### src/rtl/memory_controller.sv
// Byte-serial memory controller: arbitrates instruction fetch and LSB accesses
// onto the unified 8-bit RAM bus, assembling/splitting little-endian words.
module memory_controller #(
  parameter logic [1:0] IO_ADDR_HI = 2'b11
) (
  input  logic        clk_in,
  input  logic        rst_in,
  input  logic        rdy_in,
  input  logic        roll_back,
  input  logic        fetch_start,
  input  logic [31:0] pc_in,
  output logic        is_idle,
  output logic        finish_fetch,
  output logic [31:0] instruction_out,
  output logic [31:0] instruction_pc_out,
  input  logic        lsb_start,
  input  logic        lsb_wr,
  input  logic [31:0] lsb_addr,
  input  logic [1:0]  lsb_len,
  input  logic [31:0] lsb_data_in,
  output logic        lsb_finish,
  output logic [31:0] lsb_data_out,
  input  logic [7:0]  mem_din,
  output logic [7:0]  mem_dout,
  output logic [31:0] mem_a,
  output logic        mem_wr,
  input  logic        io_buffer_full
);

  localparam int unsigned CNT_W  = 3;
  localparam int unsigned WORD_W = 32;
  localparam int unsigned BYTE_W = 8;

  typedef enum logic [1:0] {IDLE, IF_READ, LSB_READ, LSB_WRITE} state_t;

  state_t              state, state_nxt;
  logic [CNT_W-1:0]    cnt, cnt_nxt, cnt_inc, last_ext, last_inc;
  logic [1:0]          last, last_nxt, req_last;
  logic [WORD_W-1:0]   base, base_nxt;
  logic [WORD_W-1:0]   wdata, wdata_nxt;
  logic [WORD_W-1:0]   rbuf, rbuf_nxt, rbuf_cap;
  logic [WORD_W-1:0]   inst_nxt, inst_pc_nxt, ldata_nxt, addr_nxt;
  logic [BYTE_W-1:0]   dout_nxt, wbyte_next;
  logic                wr_en, wr_en_nxt;
  logic                fin_if, fin_if_nxt;
  logic                fin_lsb, fin_lsb_nxt;
  logic                idle_nxt;
  logic                io_blocked;

  // Byte index of the last byte of a request; the illegal 2'b10 length maps to a word.
  assign req_last = (lsb_len == 2'b00) ? 2'b00 :
                    (lsb_len == 2'b01) ? 2'b01 : 2'b11;

  assign cnt_inc  = cnt + CNT_W'(1);
  assign last_ext = CNT_W'(last);
  assign last_inc = last_ext + CNT_W'(1);

  assign io_blocked = (mem_a[17:16] == IO_ADDR_HI) && io_buffer_full;

  // Strobes are qualified by rdy so a frozen cycle never writes or reports completion.
  assign mem_wr       = wr_en & rdy_in & ~io_blocked;
  assign finish_fetch = fin_if & rdy_in;
  assign lsb_finish   = fin_lsb & rdy_in;

  // Read buffer with the byte arriving this cycle (address issued last cycle) merged in.
  always_comb begin
    rbuf_cap = rbuf;
    for (int i = 0; i < 4; i++) begin
      if (cnt == CNT_W'(i + 1)) rbuf_cap[BYTE_W*i +: BYTE_W] = mem_din;
    end
  end

  // Store byte to present once the current one is accepted.
  always_comb begin
    wbyte_next = wdata[BYTE_W-1:0];
    for (int i = 0; i < 4; i++) begin
      if (cnt_inc == CNT_W'(i)) wbyte_next = wdata[BYTE_W*i +: BYTE_W];
    end
  end

  always_comb begin
    state_nxt   = state;
    cnt_nxt     = cnt;
    last_nxt    = last;
    base_nxt    = base;
    wdata_nxt   = wdata;
    rbuf_nxt    = rbuf;
    inst_nxt    = instruction_out;
    inst_pc_nxt = instruction_pc_out;
    ldata_nxt   = lsb_data_out;
    addr_nxt    = mem_a;
    dout_nxt    = mem_dout;
    wr_en_nxt   = 1'b0;
    fin_if_nxt  = 1'b0;
    fin_lsb_nxt = 1'b0;

    unique case (state)
      IDLE: begin
        // LSB has priority; roll_back only suppresses a fetch accept.
        if (lsb_start) begin
          state_nxt = lsb_wr ? LSB_WRITE : LSB_READ;
          cnt_nxt   = '0;
          last_nxt  = req_last;
          base_nxt  = lsb_addr;
          addr_nxt  = lsb_addr;
          rbuf_nxt  = '0;
          wdata_nxt = lsb_data_in;
          if (lsb_wr) begin
            dout_nxt  = lsb_data_in[BYTE_W-1:0];
            wr_en_nxt = 1'b1;
          end
        end else if (fetch_start && !roll_back) begin
          state_nxt   = IF_READ;
          cnt_nxt     = '0;
          last_nxt    = 2'b11;
          base_nxt    = pc_in;
          addr_nxt    = pc_in;
          inst_pc_nxt = pc_in;
          rbuf_nxt    = '0;
        end
      end

      IF_READ, LSB_READ: begin
        if (state == IF_READ && roll_back) begin
          state_nxt = IDLE;
          cnt_nxt   = '0;
        end else begin
          rbuf_nxt = rbuf_cap;
          cnt_nxt  = cnt_inc;
          if (cnt < last_ext) addr_nxt = base + WORD_W'(cnt_inc);
          if (cnt == last_inc) begin
            state_nxt = IDLE;
            cnt_nxt   = '0;
            if (state == IF_READ) begin
              inst_nxt   = rbuf_cap;
              fin_if_nxt = 1'b1;
            end else begin
              ldata_nxt   = rbuf_cap;
              fin_lsb_nxt = 1'b1;
            end
          end
        end
      end

      LSB_WRITE: begin
        wr_en_nxt = 1'b1;
        // A full IO buffer stalls the byte in place until it drains.
        if (!io_blocked) begin
          if (cnt == last_ext) begin
            state_nxt   = IDLE;
            cnt_nxt     = '0;
            wr_en_nxt   = 1'b0;
            fin_lsb_nxt = 1'b1;
          end else begin
            cnt_nxt  = cnt_inc;
            addr_nxt = base + WORD_W'(cnt_inc);
            dout_nxt = wbyte_next;
          end
        end
      end

      default: state_nxt = IDLE;
    endcase
  end

  assign idle_nxt = (state_nxt == IDLE);

  always_ff @(posedge clk_in or posedge rst_in) begin
    if (rst_in) begin
      state              <= IDLE;
      cnt                <= '0;
      last               <= '0;
      base               <= '0;
      wdata              <= '0;
      rbuf               <= '0;
      is_idle            <= 1'b1;
      instruction_out    <= '0;
      instruction_pc_out <= '0;
      lsb_data_out       <= '0;
      mem_a              <= '0;
      mem_dout           <= '0;
      wr_en              <= 1'b0;
      fin_if             <= 1'b0;
      fin_lsb            <= 1'b0;
    end else if (rdy_in) begin
      state              <= state_nxt;
      cnt                <= cnt_nxt;
      last               <= last_nxt;
      base               <= base_nxt;
      wdata              <= wdata_nxt;
      rbuf               <= rbuf_nxt;
      is_idle            <= idle_nxt;
      instruction_out    <= inst_nxt;
      instruction_pc_out <= inst_pc_nxt;
      lsb_data_out       <= ldata_nxt;
      mem_a              <= addr_nxt;
      mem_dout           <= dout_nxt;
      wr_en              <= wr_en_nxt;
      fin_if             <= fin_if_nxt;
      fin_lsb            <= fin_lsb_nxt;
    end
  end

endmodule

### config.mk
export PLATFORM = sky130hd
export DESIGN_NAME = memory_controller
export DESIGN_NICKNAME = d
export VERILOG_FILES = /design/src/rtl/memory_controller.sv
export SDC_FILE = /design/constraint.sdc
export NUM_CORES = 1
export LEC_CHECK = 0
export ABC_AREA = 1
export CORE_ASPECT_RATIO = 1.75
export CORE_MARGIN = 8
export CORE_UTILIZATION = 45
export DETAILED_ROUTE_END_ITERATION = 12
export PLACE_DENSITY = 0.87
export SETUP_SLACK_MARGIN = 0.1
export SLEW_MARGIN = 40
export SYNTH_ARGS = -nofsm -noshare
export SYNTH_HDL_FRONTEND = slang
export SYNTH_SLANG_ARGS = --single-unit
### constraint.sdc
create_clock -name clk_in -period 8 [get_ports clk_in]
set_clock_uncertainty 0.2 [all_clocks]
set_input_delay 1.6 -clock clk_in [delete_from_list [all_inputs] [get_ports clk_in]]
set_output_delay 1.6 -clock clk_in [all_outputs]
set_load 0.02 [all_outputs]
After elaboration in Yosys (flattened, before gate mapping)
Index checks and enable logic that the tools add are counted.
- register bits: 243
- input bits: 114
- logic and storage cells: 125
- equality and inequality tests: 21
- muxes and demuxes: 57
- magnitude comparators: 1
- reductions and logical operators: 20
- $add $sub $neg: 3
- bitwise operators: 8
- operators by type and width (kind ; count):
    $mux 32 ; 9
    $pmux 32 s3 ; 1
    $mux 8 ; 11
    $pmux 32 s2 ; 1
    $add 32x3->32 ; 1
    $mux 2 ; 10
    $mux 3 ; 6
    $pmux 8 s2 ; 1
    $mux 1 ; 14
    $eq 3x2->1 const B ; 4
    $ne 2x2->1 const B ; 6
    $reduce_and 6->1 ; 2
    $reduce_and 5->1 ; 2
    $pmux 3 s3 ; 1
    $reduce_and 3->1 ; 3
    $reduce_and 4->1 ; 2
    $eq 2x2->1 const B ; 3
    $eq 3x1->1 const B ; 2
    $logic_not 2->1 ; 3
    $pmux 2 s3 ; 1
    $reduce_bool 2->1 ; 3
    $and 1x1->1 ; 4
    $eq 2x1->1 const B ; 2
    $not 1->1 ; 4
    other kinds (11) ; 14

Logic depth before layout (Yosys ltp)
- depth in word-level cells: 8
- depth in mapped cells: 13

Worst setup path after synthesis
No wires, ideal clock.
- kind: input to output
- from: in rdy_in
- to: out mem_wr
- stages on the path: 3
- buffers on the path: 1
- arrival: 1.947 ns
- setup slack: 4.253 ns
- cell sequence: buf_4 > nand3_1 > inv_1
- word-level cells in the longest chain between the ends: 2
- RTL lines (what ; line ; RTL):
    from (decl) ; 8 ; input logic rdy_in,
    $and 1x1->1 (2 in a row) ; 61 ; assign mem_wr = wr_en & rdy_in & ~io_blocked;
    to (decl) ; 26 ; output logic mem_wr,
No other way between the ends.

Final worst setup path
- from: in rdy_in
- to: out lsb_finish
- word-level cells in the longest chain between the ends: 1
- RTL lines (what ; line ; RTL):
    $and 1x1->1 ; 63 ; assign lsb_finish = fin_lsb & rdy_in;
    to (decl) ; 21 ; output logic lsb_finish,
No other way between the ends.

==> impl_metrics.json <==
{
  "finalHoldViolations": 0,
  "power-per-cell-area_nw_per_um2": 398,
  "detailedPlacementHpwl_mm": 28.9,
  "antenna_found_initial": 3,
  "detail_route.vias_per_cell": 5.29,
  "synth.ff_latch_count": 243,
  "smallest_setup_slack_after_layout_ns": 2.92,
  "cts_tree": "done",
  "drt.antenna.violating_nets": 0,
  "path_class": "in -> out",
  "htree_num_levels": 1,
  "r2r_slack_ns": 4.70,
  "drtIter0Drc": 684,
  "critical_path_top_delay_cell": "sky130_fd_sc_hd__clkdlybuf4s50_1",
  "hold_buffers": 0,
  "multiInputGateArea_um2": 4960,
  "routability_congestion": 0.934,
  "final_max_slew_viol_count": 0,
  "post_synthesis_sequential_area_ratio": 0.508,
  "timing.rr.end": "mem_a[30]$_DFFE_PP0P_",
  "mapped_nets": 1693,
  "die_area_um2": 32300,
  "layout.nets": 1912,
  "cp_cell_sequence": "clkdlybuf4s50_1 -> nand2_1 -> inv_1 -> clkdlybuf4s50_1",
  "timing.hold.worst.start": "is_idle$_DFFE_PP1P_",
  "worst_skew_pair.late_latency_ns": 0.54,
  "cts-root-buf": "sky130_fd_sc_hd__clkbuf_16",
  "rr_startpoint": "state[0]$_DFFE_PP0P_",
  "grt_overflow_total": 0,
  "outcome": "finished clean",
  "cp.arrival_ns": 3.28,
  "row_count": 79,
  "totalNegativeSetupSlack_ns": 0,
  "timing.critical_path.fanout_max": 14,
  "hold_slack_ns": 0.277,
  "tritoncts.num_buffers": 23,
  "final_core_util": 0.588,
  "vias": 11200,
  "ff2ff_path_depth": 10,
  "mappedNetlistArea_um2": 12000,
  "worstMarginPinSlew_ns": 0.885,
  "wirelength_mm": 38.0,
  "rsz0062_at_grt": "no",
  "grt_first_pass_wirelength_mm": 59.8,
  "clockBufferDepth": 3,
  "design.portCount": 254,
  "static-leakage-power_nw": 7.29,
  "ys_warn_count": 0,
  "core-area_um2": 26400,
  "drt-pass1-iter-count": 6,
  "slew_headroom": 0.404,
  "end_kind": "primary output",
  "instance_count_of_the_mapped_netlist": 1563,
  "timing.final.crit_period_ns": 5.08,
  "fill_cells": 2261,
  "grt_pass1_vias": 11500,
  "sequential_cell_area_um2": 6080,
  "final-setup-viol-count": 0,
  "worst_path_most_repeated_cell": "sky130_fd_sc_hd__clkdlybuf4s50_1",
  "post_synth_num_cell_types": 36,
  "area.growth.synth_to_final_pct": 29.6,
  "whs_path_depth": 2,
  "timing.final.crit_share": 0.635,
  "grt_start_max_net_pins": 79,
  "post_cts_resized": 0,
  "cts_num_sinks": 243,
  "drive_gt1_frac": 0.0434,
  "route.detailed.drc": 0,
  "grt_util_all_layers": 0.233,
  "clkSlewWorstSetupHoldPaths_ns": 0.07,
  "worst_setup_start_kind": "primary input",
  "placement.io_buffers": 253,
  "die-height_um": 232,
  "max_clock_freq_ghz": 0.197,
  "routed_wire_length_per_instance_um": 17.9,
  "slowest_delay_ns": 0.82,
  "pre_cts_setup_slack_ns": 2.94,
  "worst_ir_drop_vdd_v": 0.000261,
  "maxCapViolations": 0,
  "min_to": "is_idle$_DFFE_PP1P_",
  "dieWidth_um": 139,
  "post_synth.cell_area_avg_um2": 7.67,
  "cts.repair_timing.setup_buffer_count": 0,
  "timing.hold.worst.class": "reg -> reg",
  "floorplan.initialDensity": 0.454,
  "worst-endpoint-required_ns": 6.20
}
## state kept, by name (all words and copies together), names as in the netlist
signal	count
base	32
cnt	3
fin_if	1
fin_lsb	1
instruction_out	32
instruction_pc_out	32
is_idle	1
last	2
lsb_data_out	32
mem_a	32
mem_dout	8
rbuf	32
state	2
wdata	32
wr_en	1
## cell usage after synthesis
cell | n | area [µm²]
sky130_fd_sc_hd__a21boi_0 | 1 | 7.51
sky130_fd_sc_hd__nor2_2 | 2 | 12.5
sky130_fd_sc_hd__buf_1 | 2 | 7.51
sky130_fd_sc_hd__nand3_2 | 3 | 30.0
sky130_fd_sc_hd__dfrtp_1 | 242 | 6060
sky130_fd_sc_hd__dfstp_2 | 1 | 26.3
sky130_fd_sc_hd__or2_2 | 1 | 6.26
sky130_fd_sc_hd__buf_4 | 2 | 15.0
sky130_fd_sc_hd__nor3_1 | 2 | 10.0
sky130_fd_sc_hd__clkbuf_1 | 29 | 109
sky130_fd_sc_hd__nor3_4 | 1 | 16.3
sky130_fd_sc_hd__nand2_1 | 538 | 2020
sky130_fd_sc_hd__nor2_1 | 118 | 443
sky130_fd_sc_hd__o21ai_1 | 20 | 100
sky130_fd_sc_hd__a21oi_2 | 1 | 8.76
sky130_fd_sc_hd__a31oi_1 | 1 | 6.26
sky130_fd_sc_hd__nand2_2 | 4 | 25.0
sky130_fd_sc_hd__o211ai_1 | 8 | 60.1
sky130_fd_sc_hd__buf_6 | 6 | 67.6
sky130_fd_sc_hd__xor2_1 | 1 | 8.76
sky130_fd_sc_hd__clkinv_1 | 2 | 7.51
sky130_fd_sc_hd__nand3b_1 | 2 | 15.0
sky130_fd_sc_hd__clkbuf_2 | 1 | 5.00
sky130_fd_sc_hd__o21ai_0 | 255 | 1280
sky130_fd_sc_hd__o21a_1 | 32 | 240
sky130_fd_sc_hd__o21ai_2 | 2 | 17.5
sky130_fd_sc_hd__nor2_4 | 3 | 33.8
sky130_fd_sc_hd__a21oi_1 | 21 | 105
sky130_fd_sc_hd__o32a_1 | 1 | 10.0
sky130_fd_sc_hd__fa_1 | 1 | 20.0
sky130_fd_sc_hd__buf_2 | 29 | 145
sky130_fd_sc_hd__nand4_2 | 1 | 12.5
sky130_fd_sc_hd__inv_1 | 157 | 589
sky130_fd_sc_hd__ha_1 | 15 | 188
sky130_fd_sc_hd__inv_2 | 5 | 18.8
sky130_fd_sc_hd__nand3_1 | 53 | 265
## logic make-up (layout without fill, tap and decap cells)
| logic type | Yosys count | count (layout) | synth area share |
|---|---|---|---|
| AO/OA/AOI/OAI | 342 | 342 | 0.153 |
| XOR/XNOR | 1 | 1 | 0.000731 |
| adder cells (fa/ha/maj) | 16 | 16 | 0.0173 |
| buffers and inverters | 233 | 469 | 0.0805 |
| flip-flops | 243 | 243 | 0.508 |
| other | 0 | 2 | 0 |
| AND/OR/NAND/NOR | 728 | 728 | 0.241 |
## cell type report
| type | count | share of cell area |
|---|---|---|
| clock buffer | 30 | 0.0413 |
| inverter | 164 | 0.0400 |
| tap | 324 | 0.0261 |
| antenna | 2 | 0.000322 |
| multi-input combinational | 1087 | 0.319 |
| timing repair buffer | 263 | 0.172 |
| clock inverter | 12 | 0.00894 |
| sequential | 243 | 0.392 |
## through the flow
stage               cells  power (mW)  instance area (µm²)
floorplan            1563        3.83                12000
global placement     2078        4.90                14600
detailed placement   2081        5.05                14700
CTS                  2123        6.21                15500
global route         2123        6.60                15500
finish               2125        6.18                15500
## placed cells by master, fill, tap and decap left out, types with 5 or more instances in the layout
cell / synthesis / routed
sky130_fd_sc_hd__nand3_1: 53 / 53
sky130_fd_sc_hd__o211ai_1: 8 / 8
sky130_fd_sc_hd__dfrtp_1: 242 / 242
sky130_fd_sc_hd__a21oi_1: 21 / 21
sky130_fd_sc_hd__clkinv_2: 0 / 6
sky130_fd_sc_hd__nor2_1: 118 / 117
sky130_fd_sc_hd__buf_4: 2 / 5
sky130_fd_sc_hd__ha_1: 15 / 15
sky130_fd_sc_hd__o21a_1: 32 / 32
sky130_fd_sc_hd__o21ai_1: 20 / 21
sky130_fd_sc_hd__inv_1: 157 / 156
sky130_fd_sc_hd__clkbuf_16: 0 / 23
sky130_fd_sc_hd__o21ai_0: 255 / 254
sky130_fd_sc_hd__nand2_1: 538 / 537
sky130_fd_sc_hd__clkinvlp_4: 0 / 5
sky130_fd_sc_hd__clkdlybuf4s50_1: 0 / 252
sky130_fd_sc_hd__nor2_4: 3 / 5
## worst max-delay path, delay by kind of cell
kind / cells / cell delay, ns
buffers and inverters: 3 / 1.57
AND/OR/NAND/NOR: 1 / 0.10
## where the power goes
part	switching (mW)	internal (mW)
clock	0.498	0.639
combinational	1.81	1.15
sequential	0.328	1.76
## how the worst max path moves through the flow
stage / to / slack, ns / start / depth (start not counted)
CTS: lsb_finish / 2.94 / rdy_in / 4
floorplan: base[0]$_DFFE_PP0P_ / 3.01 / rst_in / 1
detailed placement: lsb_finish / 2.94 / rdy_in / 4
finish: lsb_finish / 2.92 / rdy_in / 4
global placement: mem_wr / 2.96 / rdy_in / 4
global route: lsb_finish / 2.84 / rdy_in / 4
## per-layer routing
metal	vias up	wire (µm)	part of all wire	track usage
met2	421	20700	0.54	0.452
met4	2	2330	0.061	0.144
met1	5328	12700	0.33	0.219
met3	114	2280	0.060	0.0438
met5	-	14	0.00037	0
li1	5373	-	-	-
Power figures use the tool's default switching activity.
